## src/rtl/stall_ctrl.sv

```systemverilog
// Pipeline stall/flush controller: load-use interlock, taken-branch flush and optional MDU hold.
// Define STALL_CTRL_MDU_EN to enable the MDU_BUSY state and the EX_mdu_start/mdu_done ports.
module stall_ctrl (
  input  logic        clk,
  input  logic        rst,
  input  logic [4:0]  ID_rs1,
  input  logic [4:0]  ID_rs2,
  input  logic        ID_use_rs1,
  input  logic        ID_use_rs2,
  input  logic [4:0]  EX_rd,
  input  logic [4:0]  MEM_rd,
  input  logic        EX_MemRead,
  input  logic        MEM_MemRead,
  input  logic        EX_branch_taken,
  input  logic        EX_mdu_start,
  input  logic        mdu_done,
  output logic        PC_write,
  output logic        IFID_write,
  output logic        IFID_flush,
  output logic        IDEX_flush,
  output logic        EX_hold,
  output logic        EXMEM_flush,
  output logic [31:0] stall_count
);

`ifdef STALL_CTRL_MDU_EN
  typedef enum logic [1:0] {RUN = 2'd0, LD_STALL = 2'd1, MDU_BUSY = 2'd2} state_t;
`else
  typedef enum logic [1:0] {RUN = 2'd0, LD_STALL = 2'd1} state_t;
  logic unused_mdu;
  assign unused_mdu = EX_mdu_start ^ mdu_done;
`endif

  // state is the observable FSM state for checkers and debug.
  state_t      state;
  state_t      state_nxt;
  logic        hz_ex;
  logic        hz_mem;
  logic [31:0] cnt_q;

  // Load data is only forwardable from WB: a load in EX needs two bubbles, in MEM one.
  assign hz_ex  = EX_MemRead && (EX_rd != 5'd0) &&
                  ((ID_use_rs1 && (ID_rs1 == EX_rd)) || (ID_use_rs2 && (ID_rs2 == EX_rd)));
  assign hz_mem = MEM_MemRead && (MEM_rd != 5'd0) &&
                  ((ID_use_rs1 && (ID_rs1 == MEM_rd)) || (ID_use_rs2 && (ID_rs2 == MEM_rd)));

  always_ff @(posedge clk) begin
    if (rst) state <= RUN;
    else     state <= state_nxt;
  end

  always_comb begin
    state_nxt   = state;
    PC_write    = 1'b1;
    IFID_write  = 1'b1;
    IFID_flush  = 1'b0;
    IDEX_flush  = 1'b0;
    EX_hold     = 1'b0;
    EXMEM_flush = 1'b0;
    case (state)
      RUN: begin
`ifdef STALL_CTRL_MDU_EN
        if (EX_mdu_start && !mdu_done) begin
          PC_write    = 1'b0;
          IFID_write  = 1'b0;
          EX_hold     = 1'b1;
          EXMEM_flush = 1'b1;
          state_nxt   = MDU_BUSY;
        end else
`endif
        if (EX_branch_taken) begin
          IFID_flush = 1'b1;
          IDEX_flush = 1'b1;
        end else if (hz_ex) begin
          PC_write   = 1'b0;
          IFID_write = 1'b0;
          IDEX_flush = 1'b1;
          state_nxt  = LD_STALL;
        end else if (hz_mem) begin
          PC_write   = 1'b0;
          IFID_write = 1'b0;
          IDEX_flush = 1'b1;
        end
      end
      LD_STALL: begin
        PC_write   = 1'b0;
        IFID_write = 1'b0;
        IDEX_flush = 1'b1;
        state_nxt  = RUN;
      end
`ifdef STALL_CTRL_MDU_EN
      MDU_BUSY: begin
        // The done cycle itself is not a stall: EX releases and retires the result.
        if (!mdu_done) begin
          PC_write    = 1'b0;
          IFID_write  = 1'b0;
          EX_hold     = 1'b1;
          EXMEM_flush = 1'b1;
        end else begin
          state_nxt = RUN;
        end
      end
`endif
      default: state_nxt = RUN;
    endcase
  end

  always_ff @(posedge clk) begin
    if (rst)                              cnt_q <= 32'd0;
    else if (!PC_write && cnt_q != '1)    cnt_q <= cnt_q + 32'd1;
  end

  assign stall_count = cnt_q;

endmodule

```

## config.mk

```make
export PLATFORM = sky130hd
export DESIGN_NAME = stall_ctrl
export DESIGN_NICKNAME = d
export VERILOG_FILES = /design/src/rtl/stall_ctrl.sv
export SDC_FILE = /design/constraint.sdc
export NUM_CORES = 1
export LEC_CHECK = 0
export BUFFER_PORTS_ARGS = -buffer_cell sky130_fd_sc_hd__buf_4
export CAP_MARGIN = 0
export CORE_ASPECT_RATIO = 1.2
export CORE_MARGIN = 5
export CORE_UTILIZATION = 54
export CTS_BUF_LIST = sky130_fd_sc_hd__clkbuf_2
export DETAILED_ROUTE_END_ITERATION = 6
export MAX_ROUTING_LAYER = met4
export PLACE_DENSITY = 0.82
export SLEW_MARGIN = 30
export SYNTH_ARGS = -nofsm -noshare
export SYNTH_HDL_FRONTEND = slang
export SYNTH_SLANG_ARGS = --single-unit
```

## constraint.sdc

```tcl
create_clock -name clk -period 2.3 [get_ports clk]
set_input_delay 0.115 -clock clk [delete_from_list [all_inputs] [get_ports clk]]
set_output_delay 0.115 -clock clk [all_outputs]
set_load 0.05 [all_outputs]
```

==> summary.txt <==
GRT
  • Antenna violations before repair: 0
  • Total GRT Usage: 21.3%
  • Largest net degree at the start of global routing: 44
  • Total gr overflow: 0
  • Vias in the first global route: 2153
  • First-pass GRT wire length: 9720 um

Logic synthesis
  • EDFF count, synth: 0
  • Synth top area share: 29.0%
  • Top-count cell post-synth: dfxtp_1
  • Async SR Flop Fraction: 0%
  • Library cells used by synthesis: 45
  • Most used DFF post-synth: dfxtp_1
  • Seq/Total Area, Yosys: 29.0%
  • Warnings from Yosys: 0
  • Synthesized flop and latch total: 33
  • Synth Instances: 259
  • Cell taking the most area after synthesis: dfxtp_1
  • Synth top area cells: dfxtp_1, xnor2_1, or4_1
  • Most frequent cells after synthesis: dfxtp_1, xnor2_1, nand4_1, nor2_1, or4_1
  • Syn Area/Cell: 8.81 sq um
  • Post-Syn Area: 2280 sq um

STA
  • RSZ-0062 raised after global routing: no
  • Final hold viol count: 0
  • Fin. max-slew vios: 0
  • Setup TNS: 0 ps
  • Period utilization: 94.5%
  • Fmax: 0.460 GHz
  • Setup ws final: 127 ps
  • Skew final: 19.8 ps
  • Final setup fails: 0
  • Final Critical Period: 2170 ps

Place
  • Port bufs: 62
  • Hpwl dp: 4150 um
  • Area after DPL: 2800 sq um
  • Gpl congestion: 0.917
  • Inst Count DP: 374
  • Post-placement worst setup slack: 151 ps

Clocking
  • TritonCTS clock tree: done
  • Hold buffers post-CTS: 0
  • Num Clock Sinks: 33
  • Buffer depth of the longest clock path: 2
  • Clk slew on worst S/H paths: 160 ps
  • CTS buffer count: 5
  • H-tree Lvls: 2
  • Clk Latency, worst-skew pair: 380 ps
  • Root Driver: clkbuf_2

Critical path
  • Setup crit start kind: register
  • Worst EP arrival: 2460 ps
  • Critical setup path kind: register to register
  • Crit end category: register
  • WP data required: 2590 ps
  • Worst-path fanout max: 6

Finish
  • FF+latch area: 674 sq um
  • Multi-input logic area: 1470 sq um
  • Fill cells: 384
  • Final Non-Filler Cells: 380
  • Synth-to-layout area growth: 24.0%
  • Nets@finish: 355
  • Ant. Diodes: 0
  • Share of layout cells above drive strength 1: 39.5%
  • Post-route cell area: 2830 sq um

Run status
  • Outcome: finished, final reports clean

Pwr
  • Pwr dens: 346 nW/um^2
  • Leakage: 1.04 nW
  • Max VDD drop: 0.228 mV

Floorplan
  • Rows: 26
  • # IOs: 67
  • Die area: 5630 sq um
  • Initial Util: 54.8%
  • Core region area: 4160 sq um
  • Die height: 81.2 um
  • Die span in x: 69.3 um

Routing
  • DR vias/cell: 5.82
  • Initial DRC Count: 95
  • Detailed Route WL: 5610 um
  • DR WL/cell: 14.8 um
  • Final ANT Viol Nets: 0
  • DR vias: 2211
  • DRT Pass-1 Iters: 4
  • Detailed-route DRC error count: 0

Flow run
  • # Max-Cap Violations: 0

Worst hold path
  • Worst Hold Class: primary input to register
[worst paths after layout]
check,cells past startpoint,slack [ps],to,startpoint
max,7,130,stall_count[6],stall_count[3]
min,3,90,state[0],EX_branch_taken
max reg2reg,7,130,stall_count[6],stall_count[3]
min reg2reg,2,490,stall_count[7],stall_count[7]
[worst max-delay path: stages (launching register included)]
cell and delay (ps):
dfxtp_2 420, and4_1 260, and2_1 190, nand3_2 140
or4_4 580, nand2_1 140, nor3b_2 60, mux2_4 290
[logic make-up after synthesis]
kind of cell               count (synthesis)  share of synthesized area (%)
muxes                                      9                           5.71
and+or+nand+nor                          127                           34.7
xor gates and xnor gates                  20                           7.68
AOI/OAI and AO/OA                         49                           15.3
DFF                                       33                           29.0
buffers and inverters                     19                           6.97
other                                      1                          0.164
adders and majority gates                  1                          0.548
[sequential cells by signal, indices dropped and copies added, names as in the netlist]
signal,flops
stall_count,32
state,1
[timing repair]
action | 4_1_cts | 5_1_grt
resized for setup | 0 | 1
setup buffers | 0 | 0
endpoints found under the setup margin | 0 | 1
[cell type report]
class,count,share of cell area [%]
multi-input cells,208,51.9
well taps,56,2.48
clock inverters,1,0.177
flip-flops and latches,33,23.8
clock buffers,5,0.885
repair buffers,76,20.6
inverters,1,0.133
[metal layers]
| metal | GRT usage [%] | vias to the layer above | part of all wire, % |
|---|---|---|---|
| li1 | - | 1091 | - |
| met1 | 23.7 | 1047 | 44 |
| met2 | 37.6 | 62 | 49 |
| met3 | 5.07 | 11 | 4.4 |
| met4 | 7.62 | 0 | 1.8 |
| met5 | - | - | 0 |
[cells in the final DEF (no fill, tap or decap), drive strengths merged, types with 2 or more instances in the layout]
| master | synthesis | layout |
|---|---|---|
| a21oi | 22 | 22 |
| o21ai | 7 | 7 |
| xnor2 | 20 | 20 |
| nor2b | 8 | 8 |
| nor2 | 19 | 19 |
| or4 | 18 | 18 |
| dfxtp | 33 | 33 |
| and3 | 6 | 6 |
| nand2b | 4 | 4 |
| nand4 | 17 | 17 |
| o31ai | 14 | 14 |
| clkbuf | 6 | 5 |
| and2 | 4 | 4 |
| conb | 1 | 2 |
| o22ai | 2 | 2 |
| nor3 | 7 | 7 |
| mux2 | 8 | 8 |
| and4 | 4 | 4 |
| buf | 12 | 76 |
| or3 | 6 | 6 |
| nand3 | 13 | 13 |
| nand2 | 16 | 16 |
[where the power goes]
group | total (mW) | leakage (nW) | internal, mW | switching (mW)
combinational | 0.151 | 0.740 | 0.0694 | 0.0817
sequential | 0.573 | 0.271 | 0.572 | 0.000895
clock | 0.254 | 0.0247 | 0.0619 | 0.192
total | 0.978 | 1.04 | 0.704 | 0.274
[per-stage QoR]
| stage | power, mW | hold slack [ps] | util, % |
|---|---|---|---|
| after detailed placement | 0.737 | 469 | 67.2 |
| after global placement | 0.734 | 467 | 67.2 |
| after floorplan | 0.679 | 294 | - |
| after CTS | 0.984 | 76.6 | 67.9 |
| after global routing | 1.02 | 90.0 | 67.9 |
| final | 0.978 | 93.3 | 67.9 |
Note: power is estimated with default switching activity, not from simulation.
